## config.mk

```make
export PLATFORM = sky130hd
export DESIGN_NAME = pot_scanner_flat
export DESIGN_NICKNAME = d
export VERILOG_FILES = /design/src/rtl/pot_scanner_pkg.sv /design/src/rtl/pot_scanner_if.sv /design/src/rtl/pot_scanner_avg_accum.sv /design/src/rtl/pot_scanner.sv /design/src/flat_wrapper.sv
export SDC_FILE = /design/constraint.sdc
export NUM_CORES = 1
export LEC_CHECK = 0
export CORE_MARGIN = 1
export CORE_UTILIZATION = 24
export DETAILED_ROUTE_END_ITERATION = 8
export GPL_TIMING_DRIVEN = 0
export MAX_ROUTING_LAYER = met4
export SLEW_MARGIN = 15
export SYNTH_ARGS = -nofsm -noshare
export SYNTH_HDL_FRONTEND = slang
export SYNTH_SLANG_ARGS = --single-unit
```

## constraint.sdc

```tcl
create_clock -name clk -period 4.7 [get_ports clk]
set_input_delay 0.94 -clock clk [delete_from_list [all_inputs] [get_ports clk]]
set_output_delay 0.94 -clock clk [all_outputs]
set_load 0.05 [all_outputs]
```

## src/rtl/pot_scanner_pkg.sv

```systemverilog
// Shared types and constants for the potentiometer scan sequencer.
// Imported by the interface, the averaging accumulator and the top.
package pot_scan_pkg;

    localparam int CH_W = 3;

    // Logical order LP, B1, B2, B3, HP, VOLUME; index 0 sits in the LSBs.
    localparam logic [17:0] DEFAULT_CH_MAP = {3'd7, 3'd4, 3'd3, 3'd2, 3'd1, 3'd0};

    typedef enum logic [1:0] {
        IDLE,
        START,
        WAIT,
        UPDATE
    } scan_state_t;

endpackage

```

## src/rtl/pot_scanner_if.sv

```systemverilog
// Bundle of A2D handshake and published results between the scanner and its neighbours.
// The scanner takes the master side; the A2D front end and the datapath consumers take the slave side.
interface pot_scanner_if #(
    parameter int NUM_CH = 6,
    parameter int RES_W  = 12
);
    import pot_scan_pkg::*;

    logic                    en;
    logic                    cnv_cmplt;
    logic [RES_W-1:0]        res;
    logic                    strt_cnv;
    logic [CH_W-1:0]         chnnl;
    logic [NUM_CH*RES_W-1:0] pot_val;
    logic [NUM_CH-1:0]       pot_vld;
    logic [NUM_CH-1:0]       to_err;
    logic                    scan_done;
    logic                    busy;

    modport master (
        input  en, cnv_cmplt, res,
        output strt_cnv, chnnl, pot_val, pot_vld, to_err, scan_done, busy
    );

    modport slave (
        output en, cnv_cmplt, res,
        input  strt_cnv, chnnl, pot_val, pot_vld, to_err, scan_done, busy
    );

endinterface

```

## src/rtl/pot_scanner_avg_accum.sv

```systemverilog
// Oversampling accumulator: sums 2^AVG_LOG2 conversions and presents their truncated mean.
// done flags that the sample currently being added is the last one of the set.
module pot_avg_accum #(
    parameter int RES_W    = 12,
    parameter int AVG_LOG2 = 2
) (
    input  logic             clk,
    input  logic             rst,
    input  logic             clear,
    input  logic             add,
    input  logic [RES_W-1:0] data,
    output logic             done,
    output logic [RES_W-1:0] mean
);
    localparam int ACC_W   = RES_W + AVG_LOG2;
    localparam int SAMP_W  = AVG_LOG2 + 1;
    localparam int SAMPLES = 1 << AVG_LOG2;

    logic [ACC_W-1:0]  acc;
    logic [SAMP_W-1:0] samp;

    // Wide enough for SAMPLES full-scale values, so the sum never wraps.
    always_ff @(posedge clk) begin
        if (rst || clear) begin
            acc  <= '0;
            samp <= '0;
        end else if (add) begin
            acc  <= acc + ACC_W'(data);
            samp <= samp + 1'b1;
        end
    end

    assign done = (samp == SAMP_W'(SAMPLES - 1));
    assign mean = acc[AVG_LOG2 +: RES_W];

endmodule

```

## src/rtl/pot_scanner.sv

```systemverilog
// Scan sequencer: walks the logical channel list, oversamples each A2D channel and
// publishes per-channel means with valid flags, a scan-complete pulse and sticky timeout errors.
module pot_scanner
    import pot_scan_pkg::*;
#(
    parameter int                      NUM_CH   = 6,
    parameter int                      RES_W    = 12,
    parameter logic [NUM_CH*CH_W-1:0]  CH_MAP   = DEFAULT_CH_MAP,
    parameter int                      AVG_LOG2 = 2,
    parameter int                      TO_CYC   = 1024
) (
    input logic           clk,
    input logic           rst,
    pot_scanner_if.master bus
);
    localparam int IDX_W = (NUM_CH > 1) ? $clog2(NUM_CH) : 1;
    localparam int TO_W  = $clog2(TO_CYC + 1);
    localparam logic [IDX_W-1:0] LAST_IDX = IDX_W'(NUM_CH - 1);
    localparam logic [TO_W-1:0]  TO_LAST  = TO_W'(TO_CYC - 1);

    scan_state_t             state;
    logic [IDX_W-1:0]        idx;
    logic [IDX_W-1:0]        idx_next;
    logic [TO_W-1:0]         to_cnt;
    logic                    strt_cnv_q;
    logic [CH_W-1:0]         chnnl_q;
    logic [NUM_CH*RES_W-1:0] pot_val_q;
    logic [NUM_CH-1:0]       pot_vld_q;
    logic [NUM_CH-1:0]       to_err_q;
    logic                    scan_done_q;
    logic                    busy_q;

    logic                    timeout;
    logic                    chan_end;
    logic                    acc_add;
    logic                    acc_clear;
    logic                    acc_done;
    logic [RES_W-1:0]        acc_mean;

    function automatic logic [CH_W-1:0] map_ch(input logic [IDX_W-1:0] i);
        return CH_MAP[CH_W*int'(i) +: CH_W];
    endfunction

    // A completion in the terminal wait cycle counts as data, so it masks the timeout.
    assign timeout   = (state == WAIT) && !bus.cnv_cmplt && (to_cnt == TO_LAST);
    assign chan_end  = timeout || (state == UPDATE);
    assign acc_add   = (state == WAIT) && bus.cnv_cmplt;
    assign acc_clear = chan_end;
    assign idx_next  = (idx == LAST_IDX) ? '0 : idx + 1'b1;

    pot_avg_accum #(
        .RES_W    (RES_W),
        .AVG_LOG2 (AVG_LOG2)
    ) u_accum (
        .clk   (clk),
        .rst   (rst),
        .clear (acc_clear),
        .add   (acc_add),
        .data  (bus.res),
        .done  (acc_done),
        .mean  (acc_mean)
    );

    always_ff @(posedge clk) begin
        if (rst) begin
            state       <= IDLE;
            idx         <= '0;
            to_cnt      <= '0;
            strt_cnv_q  <= 1'b0;
            chnnl_q     <= map_ch('0);
            pot_val_q   <= '0;
            pot_vld_q   <= '0;
            to_err_q    <= '0;
            scan_done_q <= 1'b0;
            busy_q      <= 1'b0;
        end else begin
            strt_cnv_q  <= 1'b0;
            scan_done_q <= 1'b0;
            case (state)
                IDLE: begin
                    if (bus.en) begin
                        state      <= START;
                        strt_cnv_q <= 1'b1;
                        busy_q     <= 1'b1;
                    end
                end
                START: begin
                    state  <= WAIT;
                    to_cnt <= '0;
                end
                WAIT: begin
                    if (bus.cnv_cmplt) begin
                        if (acc_done) begin
                            state <= UPDATE;
                        end else begin
                            state      <= START;
                            strt_cnv_q <= 1'b1;
                        end
                    end else if (timeout) begin
                        to_err_q[idx] <= 1'b1;
                    end else begin
                        to_cnt <= to_cnt + 1'b1;
                    end
                end
                UPDATE: begin
                    pot_val_q[RES_W*int'(idx) +: RES_W] <= acc_mean;
                    pot_vld_q[idx]                      <= 1'b1;
                end
                default: state <= IDLE;
            endcase

            // en is only honoured here, so a channel already in progress always finishes.
            if (chan_end) begin
                idx         <= idx_next;
                chnnl_q     <= map_ch(idx_next);
                scan_done_q <= (idx == LAST_IDX);
                if (bus.en) begin
                    state      <= START;
                    strt_cnv_q <= 1'b1;
                end else begin
                    state  <= IDLE;
                    busy_q <= 1'b0;
                end
            end
        end
    end

    assign bus.strt_cnv  = strt_cnv_q;
    assign bus.chnnl     = chnnl_q;
    assign bus.pot_val   = pot_val_q;
    assign bus.pot_vld   = pot_vld_q;
    assign bus.to_err    = to_err_q;
    assign bus.scan_done = scan_done_q;
    assign bus.busy      = busy_q;

endmodule

```

## src/flat_wrapper.sv

```systemverilog
// flat-port wrapper written by rule: the top's interface ports become plain ports
module pot_scanner_flat import pot_scan_pkg::*;
#(
    parameter int                      NUM_CH   = 6,
    parameter int                      RES_W    = 12,
    parameter logic [NUM_CH*CH_W-1:0]  CH_MAP   = DEFAULT_CH_MAP,
    parameter int                      AVG_LOG2 = 2,
    parameter int                      TO_CYC   = 1024
)
  (clk, rst, bus_en, bus_cnv_cmplt, bus_res, bus_strt_cnv, bus_chnnl, bus_pot_val, bus_pot_vld, bus_to_err, bus_scan_done, bus_busy);
  pot_scanner_if #(.NUM_CH(NUM_CH), .RES_W(RES_W)) bus_i ();
  input logic clk;
  input logic rst;
  input wire logic [$bits(bus_i.en)-1:0] bus_en;
  input wire logic [$bits(bus_i.cnv_cmplt)-1:0] bus_cnv_cmplt;
  input wire logic [$bits(bus_i.res)-1:0] bus_res;
  output wire logic [$bits(bus_i.strt_cnv)-1:0] bus_strt_cnv;
  output wire logic [$bits(bus_i.chnnl)-1:0] bus_chnnl;
  output wire logic [$bits(bus_i.pot_val)-1:0] bus_pot_val;
  output wire logic [$bits(bus_i.pot_vld)-1:0] bus_pot_vld;
  output wire logic [$bits(bus_i.to_err)-1:0] bus_to_err;
  output wire logic [$bits(bus_i.scan_done)-1:0] bus_scan_done;
  output wire logic [$bits(bus_i.busy)-1:0] bus_busy;
  assign bus_i.en = bus_en;
  assign bus_i.cnv_cmplt = bus_cnv_cmplt;
  assign bus_i.res = bus_res;
  assign bus_strt_cnv = bus_i.strt_cnv;
  assign bus_chnnl = bus_i.chnnl;
  assign bus_pot_val = bus_i.pot_val;
  assign bus_pot_vld = bus_i.pot_vld;
  assign bus_to_err = bus_i.to_err;
  assign bus_scan_done = bus_i.scan_done;
  assign bus_busy = bus_i.busy;
  pot_scanner #(.NUM_CH(NUM_CH), .RES_W(RES_W), .CH_MAP(CH_MAP), .AVG_LOG2(AVG_LOG2), .TO_CYC(TO_CYC)) u_core (.clk(clk), .rst(rst), .bus(bus_i));
endmodule
```

# Yosys cells after proc, flatten, opt, wreduce, memory -nomap -nowiden

Index checks and enable logic that the tools add are counted.

Word-level logic and storage cells: 75
Register bits: 123
Input bits: 16
Output and inout port bits: 90

Add/subtract/negate cells: 5
Bitwise gates (word level): 4
Multipliers: 2
Shift-type cells: 3
Reductions and logical operators: 14
Equality and inequality tests: 10
Mux-type cells: 23
Order comparisons: 2

Operator list:

| operator                   | number |
|---|---|
| $bwmux W72                 | 1 |
| $shift A12 B33 Y72 const A | 1 |
| $shiftx A12 B33 Y72        | 1 |
| $neg A32 Y33               | 1 |
| $shiftx A18 B32 Y3 const A | 1 |
| $mux W11                   | 2 |
| $pmux W11 S2               | 1 |
| $add A14 B12 Y14           | 1 |
| $or A6 B6 Y6               | 2 |
| $add A11 B1 Y11 const B    | 1 |
| $eq A11 B10 Y1 const B     | 1 |
| $mux W1                    | 11 |
| $mul A2 B3 Y5 const A      | 2 |
| $reduce_and A3 Y1          | 3 |
| $mux W2                    | 4 |
| $add A3 B1 Y3 const B      | 2 |
| $ne A3 B3 Y1 const B       | 2 |
| $pmux W2 S3                | 1 |
| $eq A2 B2 Y1 const B       | 2 |
| $logic_and A1 B1 Y1        | 4 |
| $lt A3 B4 Y1 const B       | 1 |
| $ne A2 B2 Y1 const B       | 2 |
| $reduce_bool A4 Y1         | 1 |
| $demux W1 S3               | 1 |
| other kinds (12)           | 14 |

# Logic depth before layout (Yosys ltp)

Depth after elaboration: 6
Gate-level depth with buffers: 15
Gate-level depth less buffers: 10

# By module

From an unflattened synthesis, not the netlist that was laid out.

Cell total of the unflattened synthesis: 871
Area total of the unflattened synthesis: 7484.7 µm²

By module, submodules not included:

| module        | times used | cells each | seq. area each (µm²) | area each (µm²) |
|---|---|---|---|---|
| pot_scanner   | 1          | 702        | 2122.0               | 6074.6 |
| pot_avg_accum | 1          | 169        | 340.3                | 1410.1 |

# Worst setup path after synthesis

Ideal clock, no wire load.

Kind: register to register
Start point: register u_core.idx[1]
End point: register u_core.pot_val_q[30] (netlist: u_core.bus.pot_val[30])
Data required time: 4.576 ns
Arrival: 3.206 ns
Period minus slack after synthesis: 3.330 ns
Slack: 1.370 ns
Stages on the path, launching flop included: 14
Cells stage by stage: dfxtp_1 -> ha_1 -> fa_1 -> xor2_1 -> buf_4 -> nor2_1 -> ha_1 -> buf_2 -> nand2_1 -> nor2_1 -> and3_1 -> clkbuf_1 -> mux2_2 -> nor2b_1

Word-level cells in the longest chain between the ends: 4
Elaborated cells on any way between the ends: 5
Those cells by class: add/sub (1); mul (1); shift (2); mux (1)

RTL lines:

| item                                                      | RTL line           | text |
|---|---|---|
| start: declaration                                        | pot_scanner.sv:22  | `logic [IDX_W-1:0] idx;` |
| start signal: assignment                                  | pot_scanner.sv:114 | `idx <= idx_next;` |
| $mul A2 B3 Y5 *                                           | pot_scanner.sv:106 | `pot_val_q[RES_W*int'(idx) +: RES_W] <= acc_mean;` |
| $neg A32 Y33 *                                            | pot_scanner.sv:106 |  |
| $shiftx A12 B33 Y72 or $shift A12 B33 Y72 (tied branches) | pot_scanner.sv:106 |  |
| $bwmux W72 *                                              | pot_scanner.sv:106 |  |
| end signal: indexed assignment                            | pot_scanner.sv:106 |  |
| end: declaration                                          | pot_scanner.sv:27  | `logic [NUM_CH*RES_W-1:0] pot_val_q;` |

Mark *: on every way between the ends. The rest lies on a longest branch, timed or not.
A chain may end at the register's enable or synchronous reset.

# Worst setup path after layout

Start point: register u_core.idx[0]
End point: register u_core.pot_val_q[30] (netlist: u_core.bus.pot_val[30])

Same word-level chain as after synthesis.

==> summary.md <==
| Metric | Value |
|---|---|
| Most frequent cell on the critical path | `buf_2` |
| Hpwl dp | `between 15 and 20 mm` |
| Post-CTS Repair Setup Buffers | `0` |
| Layout cells sized above 1 | `~6.5%` |
| Worst hold path type | `reg -> reg` |
| Worst-path cell chain | `buf_2 > inv_1 > clkbuf_1 > ha_1 > buf_2 > nand2b_1 > nor2_1 > ha_1 > buf_2 > nand2_1 > nor2_1 > and3_1 > clkbuf_1 > mux2_2 > nor2b_1` |
| Number of enable flip-flop cells after synthesis | `0` |
| Status | `completed` |
| Largest net degree at the start of global routing | `17` |
| Worst path depth | `15` |
| Synth top cells by count | `dfxtp_1 (123), nor2_1 (102), nand2_1 (81), a21oi_1 (72)` |
| Number of synthesis warnings | `0` |
| DIE WIDTH | `between 150 and 200 um` |
| Post-synth top area cell | `dfxtp_1` |
| Hold Path Cell Cnt | `2` |
| Leakage power | `around 0.0032 uW` |
| Max Cap Violations | `0` |
| Max frequency | `approximately 260 MHz` |
| Post-CTS Resized | `0` |
| Worst hold slack | `0.455 ns` |
| Fin nets | `between 900 and 1000` |
| Worst Skew | `roughly 0.011 ns` |
| Post-route ant nets | `0` |
| Most common cell in the netlist | `dfxtp_1` |
| First-pass GRT wire length | `between 30 and 40 mm` |
| DRT iter0 DRCs | `577` |
| Netlist cell types | `between 60 and 70` |
| Num ports | `106` |
| Post-synthesis cell area | `6740 sq um` |
| Fin area | `8870 sq um` |
| Post-synth top area share | `a little over a third` |
| Post-DR wirelength/cell | `~17 um` |
| Clk_lat worst skew | `roughly 0.43 ns` |
| Worst-path clk slew | `around 0.06 ns` |
| Period minus WS final | `between 3 and 4 ns` |
| # port buffers | `between 100 and 150` |
| Slowest Stage Delay on Critical Path | `0.36 ns` |
| Starting density of the core | `between 20% and 30%` |
| Asr flop ratio synth | `0%` |
| Clk root buf | `clkbuf_16` |
| Final hold violations | `0` |
| CTS tree | `yes` |
| Worst r2r src | `u_core.idx[0]` |
| Via Count | `~6500` |
| Measured slew at the worst slew-check pin | `between 0.8 and 0.9 ns` |
| GRT overflow | `0` |
| Pre-antenna DRT Iters | `8` |
| FP Rows | `60` |
| Mapped Nets | `about 870` |
| RR Endpoint | `u_core.bus.pot_val[30]` |
| Multi-input gate area | `3990 sq um` |
| Routability cong. | `between 0.9 and 1` |
| Post-Synthesis Cells | `between 800 and 900` |
| Synth Flop Type | `dfxtp_1` |
| Worst setup EP type | `flop` |
| Area growth, synth to finish | `31.6%` |
| Diode count | `0` |
| Register area share after synthesis | `a little over a third` |
| Number of buffers and inverters on the critical path | `6` |
| Required time of the critical path | `~5.0 ns` |
| Core area | `27300 sq um` |
| Slew Limit Fails | `0` |
| Die ar. | `about 29000 sq um` |
| Tot Pwr | `about 2600 uW` |
| Util after Layout | `between 30% and 40%` |
| TNS Setup | `0 ns` |
| DRC | `0` |
| Total track usage | `approximately 16%` |
| Avg Cell Area, Syn | `around 8.2 sq um` |
| Max Root-Sink Buffers | `2` |
| WP data arrival | `between 4 and 5 ns` |
| R2r worst-path depth | `15` |
| Initial antenna violation count | `0` |
| Number of H-tree levels | `4` |
| Crit-path max FO | `11` |
| Final number of setup-violating endpoints | `0` |
| Max IR drop VDD | `approximately 0.00022 V` |
| Placed Area | `between 8000 and 9000 sq um` |
| Max_slew headroom | `44.8%` |
| Number of global-route vias before repair | `between 6000 and 7000` |
| Worst R2R Setup Slack | `roughly 0.86 ns` |
| Worst Setup Path Type | `reg -> reg` |
| Crit-path slowest cell | `mux2_2` |
| RSZ-0062 raised after global routing | `no` |
| Hold EP | `u_core.bus.pot_val[52]` |
| Via-per-instance ratio | `4.87` |
| Tcrit/Tclk final | `about four fifths` |
| CTS sink cnt | `~120` |
| CTS buffer count | `17` |
| Post-CTS Hold Fix Bufs | `0` |
| Cell Pwr Density | `between 200 and 300 nW/um^2` |
| Crit-path leading delay family | `buffers and inverters` |
| Layout filler cell count | `2869` |
| Hold Path Origin | `u_core.bus.pot_val[52]` |
| Top cells by area, synth | `dfxtp_1 (37%), nor2_1 (5.7%), ha_1 (5.6%)` |
| Drt total wl | `~22 mm` |
| Synthesis-stage register bit count | `between 100 and 150` |
| Register Area | `2460 sq um` |
| Crit start category | `flop` |
| Die Y | `around 170 um` |
-- cell type report --
type	count	area share, %
tap	372	5.25
multi-input combinational	630	45.0
clock buffer	18	4.95
buffer	47	2.40
inverter	21	0.889
sequential	123	27.8
clock inverter	14	2.05
timing repair buffer	104	11.7
-- worst register-to-register path: stages, from the launching register on --
cell,delay (ns)
dfxtp_1,0.35
buf_2,0.26
inv_1,0.18
clkbuf_1,0.32
ha_1,0.29
buf_2,0.18
nand2b_1,0.13
nor2_1,0.05
ha_1,0.26
buf_2,0.23
nand2_1,0.20
nor2_1,0.33
and3_1,0.20
clkbuf_1,0.23
mux2_2,0.36
nor2b_1,0.13
-- state kept, by name, indices dropped and copies added, names as in the netlist --
register,count
u_core.bus.busy,1
u_core.bus.pot_val,72
u_core.bus.to_err,6
u_core.idx,3
u_core.bus.scan_done,1
u_core.u_accum.samp,3
u_core.bus.chnnl,3
u_core.u_accum.acc,14
u_core.bus.pot_vld,6
u_core.state,2
u_core.to_cnt,11
u_core.bus.strt_cnv,1
-- power by group --
part	switching (uW)	internal (uW)
logic	106	55.3
registers	8.38	1050
clock network	530	858
total	645	1960
-- layer usage --
| metal | GRT usage, % | share of wire, % | vias to the layer above |
|---|---|---|---|
| met5 | - | 0 | - |
| li1 | - | - | 3189 |
| met1 | 20.9 | 47 | 3022 |
| met2 | 25.6 | 45 | 231 |
| met4 | 6.35 | 2.4 | 0 |
| met3 | 2.68 | 5.8 | 36 |
-- stage by stage --
stage	cells	worst slack, ns
6_report	1329	0.861
5_1_grt	1329	0.581
4_1_cts	1329	0.906
3_5_place_dp	1297	0.927
3_3_place_gp	1297	0.931
2_1_floorplan	821	1.37
-- worst max path at each step --
stage	start	end
final	u_core.idx[0]	u_core.bus.pot_val[30]
after global routing	u_core.idx[0]	u_core.bus.pot_val[30]
after CTS	u_core.idx[0]	u_core.bus.pot_val[30]
after detailed placement	u_core.idx[0]	u_core.bus.pot_val[30]
after global placement	u_core.idx[0]	u_core.bus.pot_val[30]
after floorplan	u_core.idx[1]	u_core.bus.pot_val[30]
-- logic make-up after synthesis --
group                      synth area share, %
muxes                                     5.68
xor gates and xnor gates                  3.25
and+or+nand+nor                           23.7
AOI/OAI and AO/OA                         20.3
adders and majority gates                 6.16
buffers and inverters                     4.32
DFF                                       36.5
-- layout by cell type, fill, tap and decap left out, types with 20 or more instances in the layout --
cell             synthesis  final
dfxtp_1                123    123
clkdlybuf4s50_1          0    104
nor2_1                 102    102
nand2_1                 81     81
a21oi_1                 72     72
mux2i_1                 36     36
nand3_1                 36     36
clkbuf_1                32     32
ha_1                    30     30
o21ai_0                 23     23
inv_1                   20     20
(Power assumes the default switching activity.)
